$ cat src/rtl/resizer_pkg.sv
// resizer_pkg: shared constants, types and helpers for the resizer read side.
// Lane layout inside an entry (lane 0 in the LSBs): {keep, last, data}.
// The lane geometry of entry_to_axis and lane_split is set here.
package resizer_pkg;

    localparam int T_DATA_WIDTH = 8;
    localparam int M_KEEP_WIDTH = 2;
    localparam int CNT_WIDTH    = 16;
    localparam int LANE_SZ      = 2 + T_DATA_WIDTH;
    localparam int KEEP_BIT     = LANE_SZ - 1;
    localparam int LAST_BIT     = LANE_SZ - 2;
    localparam int ENTRY_SZ     = LANE_SZ * M_KEEP_WIDTH;
    localparam int DATA_SZ      = T_DATA_WIDTH * M_KEEP_WIDTH;

    typedef enum logic [1:0] {
        EMPTY = 2'd0,  // no beat held
        FULL  = 2'd1,  // one beat held
        SPLIT = 2'd2   // beat held plus a pending half-entry
    } state_t;

    // Returns lane idx of an entry as {keep, last, data}.
    function automatic logic [LANE_SZ-1:0] lane_get(input logic [ENTRY_SZ-1:0] entry,
                                                    input int idx);
        return entry[LANE_SZ*idx +: LANE_SZ];
    endfunction

endpackage

$ cat src/rtl/lane_split.sv
// lane_split: combinational classifier for one buffer entry.
// Ports:
//   entry      - raw entry, lanes of {keep, last, data}
//   keep_vec   - keep bit of every lane (K)
//   split      - entry holds a packet end followed by kept lanes of the next packet
//   err        - last on an unkept lane, or more than one kept last in the pending half
//   beat1_keep - keep of the first (or only) beat
//   beat1_last - tlast of the first (or only) beat
//   pend_keep  - keep of the pending second beat (lanes above the first kept last)
//   pend_last  - tlast of the pending second beat
//   data       - lane data packed without control bits; shared by both beats
module lane_split
    import resizer_pkg::*;
(
    input  logic [ENTRY_SZ-1:0]     entry,
    output logic [M_KEEP_WIDTH-1:0] keep_vec,
    output logic                    split,
    output logic                    err,
    output logic [M_KEEP_WIDTH-1:0] beat1_keep,
    output logic                    beat1_last,
    output logic [M_KEEP_WIDTH-1:0] pend_keep,
    output logic                    pend_last,
    output logic [DATA_SZ-1:0]      data
);

    logic [LANE_SZ-1:0]      lane;
    logic [M_KEEP_WIDTH-1:0] last_vec;
    logic [M_KEEP_WIDTH-1:0] kept_last;
    logic [M_KEEP_WIDTH-1:0] low_mask;   // lanes 0..k, all ones when no kept last
    logic [M_KEEP_WIDTH-1:0] pend_kl;
    logic                    found;

    always_comb begin
        lane     = '0;
        keep_vec = '0;
        last_vec = '0;
        data     = '0;
        for (int i = 0; i < M_KEEP_WIDTH; i++) begin
            lane                           = lane_get(entry, i);
            keep_vec[i]                    = lane[KEEP_BIT];
            last_vec[i]                    = lane[LAST_BIT];
            data[i*T_DATA_WIDTH +: T_DATA_WIDTH] = lane[T_DATA_WIDTH-1:0];
        end

        kept_last = keep_vec & last_vec;

        // Walk upwards: every lane up to and including the lowest kept last
        // belongs to the first beat.
        found    = 1'b0;
        low_mask = '0;
        for (int i = 0; i < M_KEEP_WIDTH; i++) begin
            if (!found) begin
                low_mask[i] = 1'b1;
            end
            if (kept_last[i]) begin
                found = 1'b1;
            end
        end

        pend_keep  = keep_vec & ~low_mask;
        pend_kl    = kept_last & ~low_mask;
        split      = found && (pend_keep != '0);
        beat1_keep = split ? (keep_vec & low_mask) : keep_vec;
        beat1_last = found;
        pend_last  = |pend_kl;

        // A pending half with two packet ends cannot be split again; flag it.
        err = ((last_vec & ~keep_vec) != '0) ||
              (split && ((pend_kl & (pend_kl - M_KEEP_WIDTH'(1))) != '0));
    end

endmodule

$ cat src/rtl/entry_to_axis.sv
// entry_to_axis: drains buffer entries and emits them as AXI-Stream beats.
// Empty entries are dropped; an entry holding a packet end followed by lanes
// of the next packet is emitted as two beats.
// Ports:
//   clk, rst        - clock, synchronous active-high reset
//   entry_in        - entry from the buffer, lanes of {keep, last, data}
//   entry_valid     - entry present (buffer not underflowing)
//   entry_ready     - entry consumed this cycle when entry_valid is also high
//   m_axis_*        - AXI-Stream master beat
//   pkt_count       - count of tlast handshakes, wrapping
//   proto_err       - sticky protocol error, cleared only by rst
//   fsm_state       - current FSM state (EMPTY/FULL/SPLIT) for observation
// Handshake: a transfer happens on a rising edge where valid and ready are
// both high; a raised m_axis_tvalid holds its beat stable until taken, and
// entry_ready may depend combinationally on m_axis_tready.
module entry_to_axis
    import resizer_pkg::*;
(
    input  logic                    clk,
    input  logic                    rst,
    input  logic [ENTRY_SZ-1:0]     entry_in,
    input  logic                    entry_valid,
    output logic                    entry_ready,
    output logic [DATA_SZ-1:0]      m_axis_tdata,
    output logic [M_KEEP_WIDTH-1:0] m_axis_tkeep,
    output logic                    m_axis_tlast,
    output logic                    m_axis_tvalid,
    input  logic                    m_axis_tready,
    output logic [CNT_WIDTH-1:0]    pkt_count,
    output logic                    proto_err,
    output logic [1:0]              fsm_state
);

    state_t                  state;
    logic [M_KEEP_WIDTH-1:0] hold_keep;
    logic                    hold_last;

    logic [M_KEEP_WIDTH-1:0] keep_vec;
    logic                    split;
    logic                    err;
    logic [M_KEEP_WIDTH-1:0] beat1_keep;
    logic                    beat1_last;
    logic [M_KEEP_WIDTH-1:0] pend_keep;
    logic                    pend_last;
    logic [DATA_SZ-1:0]      data;

    logic accept;
    logic take;

    lane_split u_lane_split (
        .entry      (entry_in),
        .keep_vec   (keep_vec),
        .split      (split),
        .err        (err),
        .beat1_keep (beat1_keep),
        .beat1_last (beat1_last),
        .pend_keep  (pend_keep),
        .pend_last  (pend_last),
        .data       (data)
    );

    assign entry_ready = !rst && (state != SPLIT) && (!m_axis_tvalid || m_axis_tready);
    assign accept      = entry_valid && entry_ready;
    assign take        = m_axis_tvalid && m_axis_tready;
    assign fsm_state   = state;

    always_ff @(posedge clk) begin
        if (rst) begin
            state         <= EMPTY;
            m_axis_tvalid <= 1'b0;
            m_axis_tdata  <= '0;
            m_axis_tkeep  <= '0;
            m_axis_tlast  <= 1'b0;
            hold_keep     <= '0;
            hold_last     <= 1'b0;
            pkt_count     <= '0;
            proto_err     <= 1'b0;
        end else begin
            if (take && m_axis_tlast) begin
                pkt_count <= pkt_count + 1'b1;
            end
            if (accept && err) begin
                proto_err <= 1'b1;
            end

            case (state)
                SPLIT: begin
                    // Both halves share the entry's data, so only the
                    // control fields change when the pending half moves up.
                    if (take) begin
                        m_axis_tkeep <= hold_keep;
                        m_axis_tlast <= hold_last;
                        state        <= FULL;
                    end
                end
                default: begin
                    if (accept && (keep_vec != '0)) begin
                        m_axis_tvalid <= 1'b1;
                        m_axis_tdata  <= data;
                        m_axis_tkeep  <= beat1_keep;
                        m_axis_tlast  <= beat1_last;
                        if (split) begin
                            hold_keep <= pend_keep;
                            hold_last <= pend_last;
                            state     <= SPLIT;
                        end else begin
                            state <= FULL;
                        end
                    end else if (take) begin
                        // Either nothing accepted or an empty entry dropped.
                        m_axis_tvalid <= 1'b0;
                        state         <= EMPTY;
                    end
                end
            endcase
        end
    end

endmodule

$ cat config.mk
export PLATFORM = sky130hd
export DESIGN_NAME = entry_to_axis
export DESIGN_NICKNAME = d
export VERILOG_FILES = /design/src/rtl/resizer_pkg.sv /design/src/rtl/lane_split.sv /design/src/rtl/entry_to_axis.sv
export SDC_FILE = /design/constraint.sdc
export NUM_CORES = 1
export LEC_CHECK = 0
export BUFFER_PORTS_ARGS = -buffer_cell sky130_fd_sc_hd__clkbuf_2
export CORE_ASPECT_RATIO = 0.6
export CORE_UTILIZATION = 40
export CTS_CLUSTER_DIAMETER = 150
export DETAILED_ROUTE_END_ITERATION = 10
export PLACE_DENSITY = 0.78
export SYNTH_ARGS = -nofsm -noshare
export SYNTH_HDL_FRONTEND = slang
export SYNTH_SLANG_ARGS = --single-unit
$ cat constraint.sdc
create_clock -name clk -period 3.6 [get_ports clk]
set_input_delay 0.18 -clock clk [delete_from_list [all_inputs] [get_ports clk]]
set_output_delay 0.18 -clock clk [all_outputs]
set_load 0.03 [all_outputs]
==> results of run 1 <==
-- worst max path at each step --
| stage | cells after the start | from | slack (ps) | end |
|---|---|---|---|---|
| global placement | 6 | rst | 1660 | m_axis_tkeep[1] |
| CTS | 4 | fsm_state[1] | 1750 | m_axis_tkeep[1] |
| floorplan | 4 | pkt_count[3] | 1810 | pkt_count[13] |
| detailed placement | 6 | rst | 1610 | m_axis_tkeep[1] |
| global route | 4 | m_axis_tvalid | 1620 | pkt_count[15] |
| finish | 4 | m_axis_tvalid | 1770 | pkt_count[15] |
-- metrics by stage --
step / total power [uW] / utilization / cells / setup WS [ps] / hold slack, ps
after global routing: 1040 / 0.534 / 328 / 1620 / 102
after global placement: 579 / 0.502 / 320 / 1660 / 406
after CTS: 1010 / 0.534 / 328 / 1750 / 93.6
after floorplan: 547 / - / 206 / 1810 / 316
after detailed placement: 581 / 0.502 / 320 / 1610 / 412
final: 1000 / 0.534 / 328 / 1770 / 101
-- state kept, by name, indices dropped and copies added (netlist names) --
name           count
proto_err          1
hold_last          1
m_axis_tkeep       2
m_axis_tdata      16
fsm_state          2
pkt_count         16
hold_keep          1
m_axis_tlast       1
m_axis_tvalid      1
-- metal layers --
layer / routed length [um] / GRT usage / share of wire / vias to the layer above
met2: 1800 / 0.312 / 0.46 / 47
met5: 0 / 0 / 0 / -
li1: - / - / - / 823
met4: 60 / 0.0738 / 0.015 / 0
met1: 1840 / 0.227 / 0.47 / 742
met3: 230 / 0.0562 / 0.059 / 5
-- power groups by stage --
stage | sequential (uW) | clock (uW) | combinational (uW)
after detailed placement | 484 | 0 | 96.6
final | 473 | 431 | 96.4
after global routing | 475 | 461 | 106
after CTS | 473 | 442 | 97.2
after global placement | 484 | 0 | 95.4
after floorplan | 506 | 0 | 40.5
-- cells by family (layout without fill, tap and decap cells) --
family,Yosys count,in the layout,share of synthesized area
buffers and inverters,16,78,0.0538
XOR/XNOR,11,11,0.0553
AO/OA/AOI/OAI,32,32,0.106
multiplexers,4,4,0.0244
adder cells (fa/ha/maj),1,1,0.00718
flip-flops,41,41,0.471
AND/OR/NAND/NOR,101,101,0.283
-- worst register-to-register path, stage by stage (launching register included) --
cell,delay (ps)
dfxtp_1,470
nand4_2,340
nor4_4,440
nand3_1,160
mux2_1,330
-- cell usage after synthesis, drive strengths merged, types with 2 or more instances --
master / number
or3: 2
buf: 8
inv: 5
xnor2: 8
xor2: 3
nand2b: 3
dfxtp: 41
nor3: 7
clkbuf: 3
nand2: 38
nor2b: 4
nand4: 5
nor2: 24
mux2i: 2
mux2: 2
nor4: 8
a21oi: 24
nand3: 8
-- cell type report --
type	instances	share of cell area
multi-input combinational	149	0.377
sequential	41	0.371
timing repair buffer	65	0.149
inverter	5	0.00848
clock inverter	3	0.0294
tap	60	0.0339
clock buffer	5	0.0311
==> flow_metrics.tcl, run 1 <==
set metrics [dict create \
    worstReg2RegEnd "pkt_count[15]" \
    syn_area_sq_mm 0.00174 \
    cp_top_family "simple AND/OR/NAND/NOR gates" \
    max_slew_margin 0.572 \
    p_per_area_mw_per_mm2 452 \
    htree_levels 2 \
    leakagePower_uw 0.000937 \
    period_share 0.509 \
    yosys.area.top_type "dfxtp_1" \
    setup_viol 0 \
    grt_overflow 0 \
    rrSetupSlack_ps 1770 \
    die_x_um 87.2 \
    critPathMaxStageDelay_ps 470 \
    rsz0062_at_grt "false" \
    synth_edf_count 0 \
    worst_r2r_startpoint "m_axis_tvalid" \
    wl_per_cell_um 12.0 \
    yosysSeqAreaShare 0.471 \
    cts_buffer_depth 2 \
    finalMaxSlewViolations 0 \
    synth.top_cell.area_share 0.471 \
    power.switching_uw 228 \
    clk_latency_ps 300 \
    final_common_cell "clkbuf_2" \
    ioPinCount 64 \
    async_flop_share 0 \
    ys_types 35 \
    status "completed" \
    startpoint_type "flop" \
    p_int_uw 773 \
    ctsResizeCount 0 \
    hpwl_um 2880 \
    finalWirelength_um 3930 \
    arrival_ps 2020 \
    grt_pass1_wl_um 6460 \
    vias 1617 \
    swShare 0.228 \
    cp-end-kind "flop" \
    clk_pin_slew_worst_paths_ps 80 \
    routabilityCongestion 0.844 \
    hp-start "entry_in[6]" \
    cts_setup_buffers 0 \
    pwr-share-comb 0.096 \
    irDropWorstVdd_mv 0.162 \
    crit_fanout 12 \
    cts_tree "done" \
    crit_slowest_cell "dfxtp_1" \
    holdPathStages 3 \
    fin_crit_ps 1830 \
    tightest_slew_ps 641 \
    drtPass1Iterations 6 \
    ff_latch_area_sq_um 821 \
    dieArea_sq_mm 0.00463 \
    hp-class "primary input to flop" \
    drv_cap 0 \
    root_buffer "clkbuf_8" \
    clock.fmax_ghz 0.546 \
    drc 0 \
    rr_worst_depth 4 \
    antenna_found_initial 0 \
    viasPerCell 4.93 \
    ys_warn_count 0 \
    syn_avg_cell_area_sq_um 8.46 \
    synthesis.instances 206 \
    ant_nets 0 \
    grt_pass1_vias 1439 \
    tns_ps 0 \
    syn_nets 231 \
    coreArea_sq_mm 0.00414 \
    area_delta_synth_final_pct 27.0 \
    skew_ps 11.0 \
    placed_cell_area_sq_mm 0.00208 \
    pwr-share-clk 0.431 \
    grt_max_degree 47 \
    design_area_sq_mm 0.00221 \
    rows 18 \
    n_fill_cell 423 \
    start_util 0.421 \
    nets 292 \
    multiInputGateArea_sq_um 835 \
    cts_inserted_buffers 5 \
    synthTopCellsByArea "dfxtp_1 47%, nand2_1 8.2%, a21oi_1 6.9%, nor2_1 5.2%, xnor2_1 4.0%" \
    hold_buffers 0 \
    synth_seq_cells 41 \
    finalHoldViolCount 0 \
    die_y_um 53.1 \
    required_ps 3790 \
    cp_cell_sequence "nand4_2 -> nor4_4 -> nand3_1 -> mux2_1" \
    clock-sinks 41 \
    diodes 0 \
    io_buffers 63 \
    final_cell_mix "63 x clkbuf_2, 41 x dfxtp_1, 38 x nand2_1" \
    critPathKind "flop to flop" \
    p_seq_frac 0.473 \
    ys.flop_type "dfxtp_1" \
    grt.total_usage 0.186 \
    crit_buf_inv 0 \
    drive_above_1_share 0.295 \
    min_to "m_axis_tdata[6]" \
    drtIter0Drc 96 \
]
(Power assumes the default switching activity.)
==> run 2: changes to the inputs <==
ABC_AREA = 1   (was not set)
PLACE_DENSITY = 0.77   (was 0.78)
clock period = 1.7 ns   (was 3.6 ns; I/O delays follow)
==> run 2 against run 1 <==
Total power rose by 92%. First-iteration DRC count fell by 22%. Sequential share of layout area fell by 2.1 points. Sequential power rose by 110%. Worst hold slack got worse by 76 ps. Cell area rose by 6.1%. Global-route usage rose by 1.1 points. Synthesized cell count rose by 25%. Worst setup slack got worse by 1600 ps. Critical endpoint is now pkt_count[8]. Critical path type unchanged. Via count rose by 18%. Register-to-register slack got worse by 1600 ps.
==> flow_metrics.tcl, run 2 <==
set metrics [dict create \
    finalHoldViolCount 0 \
    grt.total_usage 0.198 \
    reg_top3 "m_axis_tdata (16), pkt_count (16)" \
    pwr-share-clk 0.328 \
    wl_per_cell_um 12.4 \
    grt_overflow 0 \
    finish.utilization 0.546 \
    routabilityCongestion 0.825 \
    ant_nets 0 \
    power.switching_uw 548 \
    synthesis.instances 258 \
    start_util 0.437 \
    rows 18 \
    syn_area_sq_mm 0.00188 \
    drtIter0Drc 75 \
    cp-end-kind "flop" \
    cp_top_family "simple AND/OR/NAND/NOR gates" \
    rsz0062_at_grt "false" \
    cts_buffer_depth 2 \
    syn_nets 283 \
    swShare 0.286 \
    synth_seq_cells 41 \
    cts_setup_buffers 0 \
    cts_inserted_buffers 5 \
    p_per_area_mw_per_mm2 816 \
    critPathMaxStageDelay_ps 410 \
    crit_buf_inv 0 \
    ys_warn_count 0 \
    htree_levels 2 \
    grt_max_degree 29 \
    yosys.area.top_type "dfxtp_1" \
    crit_fanout 5 \
    required_ps 1880 \
    ioPinCount 64 \
    root_buffer "clkbuf_8" \
    cp_cell_sequence "ha_1 -> nand4_1 -> nor2_1 -> nand2_1 -> o21ai_0 -> a21oi_1" \
    final_cell_mix "63 x clkbuf_2, 41 x dfxtp_1, 39 x nand2_1" \
    hp-class "primary input to flop" \
    die_y_um 55.1 \
    clk_latency_ps 290 \
    drtPass1Iterations 4 \
    setup_viol 0 \
    final_common_cell "clkbuf_2" \
    syn_avg_cell_area_sq_um 7.29 \
    drive_above_1_share 0.273 \
    hold_buffers 0 \
    area_delta_synth_final_pct 24.9 \
    placed_cell_area_sq_mm 0.00226 \
    ys_types 29 \
    leakagePower_uw 0.00107 \
    synth_edf_count 0 \
    finalMaxSlewViolations 0 \
    synthTopCellsByArea "dfxtp_1 44%, a21oi_1 9.3%, nand2_1 7.8%, nor2_1 7.8%, inv_1 6.2%" \
    cts_tree "done" \
    synth_common_cells "41 x dfxtp_1, 39 x nand2_1, 39 x nor2_1" \
    clock-sinks 41 \
    worst_slack_ps 192 \
    drv_cap 0 \
    finalWirelength_um 4790 \
    die_x_um 90.5 \
    ys.flop_type "dfxtp_1" \
    synth.most_common_cell "dfxtp_1" \
    status "completed" \
    p_seq_frac 0.529 \
    clock.fmax_ghz 0.663 \
    viasPerCell 4.93 \
    nets 350 \
    drc 0 \
    grt_pass1_vias 1605 \
    synth.top_cell.area_share 0.436 \
    ctsResizeCount 0 \
    tightest_slew_ps 316 \
    design_area_sq_mm 0.00235 \
    antenna_found_initial 0 \
    coreArea_sq_mm 0.00430 \
    arrival_ps 1690 \
    pre_cts_ws_ps 220 \
    period_share 0.887 \
    clk_pin_slew_worst_paths_ps 80 \
    tns_ps 0 \
    dieArea_sq_mm 0.00499 \
    max_slew_margin 0.789 \
    skew_ps 1.81 \
    critPathKind "flop to flop" \
    fin_hold_ws_ps 24.9 \
    startpoint_type "flop" \
    p_int_uw 1370 \
    hpwl_um 3510 \
    vias 1904 \
    pwr-share-comb 0.143 \
    n_fill_cell 437 \
    irDropWorstVdd_mv 0.440 \
    diodes 0 \
    crit_slowest_cell "dfxtp_1" \
    fin_crit_ps 1510 \
    yosysSeqAreaShare 0.436 \
    async_flop_share 0 \
    grt_pass1_wl_um 7580 \
    io_buffers 63 \
]
[run 2: cell count changes in the layout (fill, tap and decap cells not counted), moves of 3 or more]
cell,previous run,this run
a21oi_1,24,35
nor3_1,7,3
nand4_1,4,8
nand2b_1,3,0
nor2b_1,3,0
o21ai_0,1,20
xnor2_1,8,0
inv_1,5,31
buf_4,2,5
nor2_2,0,3
o21ai_1,0,7
xor2_1,3,0
nor2_1,24,38
nor4_1,5,0
[run 2: worst paths after layout]
check,from,to,slack (ps),cells after the start
worst max-delay path,pkt_count[0],pkt_count[8],190,6
worst min-delay path,rst,m_axis_tkeep[0],20,2
worst max register to register,pkt_count[0],pkt_count[8],190,6
worst min register to register,hold_last,hold_last,450,2
[run 2: per-layer routing]
layer	GRT usage	wire length, um
met5	0	0
met4	0.0565	29
met3	0.0587	367
met2	0.303	1950
met1	0.272	2450
[run 2: metrics by stage]
stage / total power (uW) / cells
final: 1920 / 386
after global routing: 2000 / 386
after CTS: 1930 / 386
after detailed placement: 1310 / 378
after global placement: 1300 / 378
after floorplan: 1220 / 258
[run 2: worst register-to-register path: cells and delay by family (launching register included)]
kind            cells  cell delay (ps)
compound gates      2              240
flops               1              410
simple gates        3              530
fa+ha+maj           1              240
[run 2: layout make-up]
cell class                      count  area, sq um  area share
Clock buffer                        5         68.8      0.0293
Clock inverter                      3         17.5     0.00746
Inverter                           32          120      0.0511
Multi-Input combinational cell    176          873       0.372
Sequential cell                    41          821       0.349
Tap cell                           60         75.1      0.0320
Timing Repair Buffer               69          373       0.159
[run 2: logic make-up (layout without fill, tap and decap cells)]
family                   Yosys count  after routing  synth area share
flip-flops                        41             41             0.436
AND/OR/NAND/NOR                  111            111             0.284
AO/OA/AOI/OAI                     64             64             0.172
buffers and inverters             41            109             0.100
adder cells (fa/ha/maj)            1              1           0.00665
[run 2: power by group through the flow]
stage	clock (uW)	sequential (uW)	combinational [uW]
after floorplan	0	1100	117
after global routing	682	1020	299
after global placement	0	1040	268
after CTS	644	1010	275
final	629	1010	274
after detailed placement	0	1040	273
==> run 3: changes to the inputs <==
CELL_PAD_IN_SITES_DETAIL_PLACEMENT = 0   (was not set)
CELL_PAD_IN_SITES_GLOBAL_PLACEMENT = 1   (was not set)
CORE_UTILIZATION = 34   (was 40)
==> run 3 against run 2 <==
The flow now finishes with violations (design-rule violations). Largest cell class unchanged. Die area increased by 17%. Clock-buffer cell count stayed put. Sequential power about the same. Fmax grew 4.3%. Cell area grew 2.5%. Clock skew grew 4.4 ps. Routed wire length fell by 2.7%. Non-clock buffer count unchanged. Highest routed layer unchanged.
==> flow_metrics.tcl, run 3 (synthesis gave the netlist of run 2 again) <==
set metrics [dict create \
    clock-sinks 41 \
    p_per_area_mw_per_mm2 924 \
    rows 20 \
    finalMaxSlewViolations 0 \
    root_buffer "clkbuf_8" \
    start_util 0.363 \
    diodes 0 \
    finalWirelength_um 4660 \
    routabilityCongestion 0.786 \
    startpoint_type "flop" \
    tightest_slew_ps 286 \
    cts_setup_buffers 0 \
    ant_nets 0 \
    grt.total_usage 0.164 \
    cp-end-kind "flop" \
    holdPathStages 2 \
    critPathKind "flop to flop" \
    n_fill_cell 543 \
    hold_buffers 0 \
    final_cell_mix "63 x clkbuf_2, 41 x dfxtp_1, 39 x nand2_1" \
    drv_cap 0 \
    cts_buffer_depth 2 \
    pre_cts_ws_ps 218 \
    grt_pass1_vias 1515 \
    swShare 0.248 \
    drtPass1Iterations 7 \
    viasPerCell 4.66 \
    cts_tree "done" \
    rsz0062_at_grt "false" \
    status "finished, violations left" \
    vias 1828 \
    area_delta_synth_final_pct 27.9 \
    pwr-share-comb 0.124 \
    worst_slack_ps 254 \
    ioPinCount 64 \
    clk_latency_ps 290 \
    final_common_cell "clkbuf_2" \
    clock.fmax_ghz 0.692 \
    cts_inserted_buffers 5 \
    arrival_ps 1630 \
    grt_overflow 0 \
    setup_viol 0 \
    drive_above_1_share 0.276 \
    finalHoldViolCount 0 \
    pwr-share-clk 0.420 \
    rr_worst_depth 5 \
    hp-class "primary input to flop" \
    htree_levels 2 \
    p_seq_frac 0.457 \
    die_x_um 98.0 \
    io_buffers 63 \
    power.switching_uw 551 \
    max_slew_margin 0.809 \
    tns_ps 0 \
    drc 6 \
    violations "design-rule violations" \
    antenna_found_initial 0 \
    grt_pass1_wl_um 7390 \
    grt_max_degree 29 \
    dieArea_sq_mm 0.00584 \
    irDropWorstVdd_mv 0.351 \
    crit_fanout 17 \
    wl_per_cell_um 11.9 \
    p_int_uw 1670 \
    nets 350 \
    coreArea_sq_mm 0.00518 \
    period_share 0.850 \
    reg_top3 "m_axis_tdata (16), pkt_count (16)" \
    hpwl_um 3390 \
    leakagePower_uw 0.00109 \
    skew_ps 6.24 \
    required_ps 1880 \
    fin_crit_ps 1450 \
    die_y_um 59.6 \
    clk_pin_slew_worst_paths_ps 80 \
    drtIter0Drc 87 \
]
run 3: critical path, stage by stage (launching register included):
cell     delay (ps)
dfxtp_1         390
a21oi_1         220
nand4_2         250
buf_12          240
o21ai_0         170
nor2_1           70
run 3: final cells by class:
cell class	count	area, sq um	share of cell area
Inverter	32	120	0.0499
Timing Repair Buffer	69	373	0.155
Tap cell	66	82.6	0.0343
Clock buffer	5	68.8	0.0286
Clock inverter	3	65.1	0.0270
Sequential cell	41	821	0.341
Multi-Input combinational cell	176	876	0.364
run 3: per-stage QoR:
step	hold slack [ps]	util	instance area [sq um]	total power, uW	cells
global placement	339	0.438	2270	1310	384
finish	31.2	0.464	2410	2220	392
detailed placement	338	0.438	2270	1310	384
CTS	26.3	0.464	2400	2250	392
floorplan	155	-	1880	1220	258
global route	23.0	0.464	2410	2320	392
run 3: path summary, 6_finish.rpt:
path,start,endpoint,slack (ps)
worst max register to register,m_axis_tvalid,m_axis_tdata[10],250
worst min-delay path,rst,m_axis_tkeep[0],30
worst max-delay path,m_axis_tvalid,m_axis_tdata[10],250
worst min register to register,hold_last,hold_last,460
run 3: repair_timing:
item | in CTS | in global routing
endpoints found under the hold margin | 0 | 0
gates resized for setup | 0 | 1
endpoints found under the setup margin | 0 | 1
run 3: per-layer routing:
metal / vias up / GRT usage / routed length, um
met4: 0 / 0.0325 / 24
li1: 980 / - / -
met2: 45 / 0.213 / 1750
met3: 4 / 0.0495 / 285
met5: - / 0 / 0
met1: 799 / 0.255 / 2610
run 3: power groups by stage:
stage	registers (uW)	logic (uW)	clock network, uW
floorplan	1100	117	0
global placement	1040	275	0
detailed placement	1040	276	0
CTS	1010	277	954
global route	1020	300	1000
finish	1010	275	933
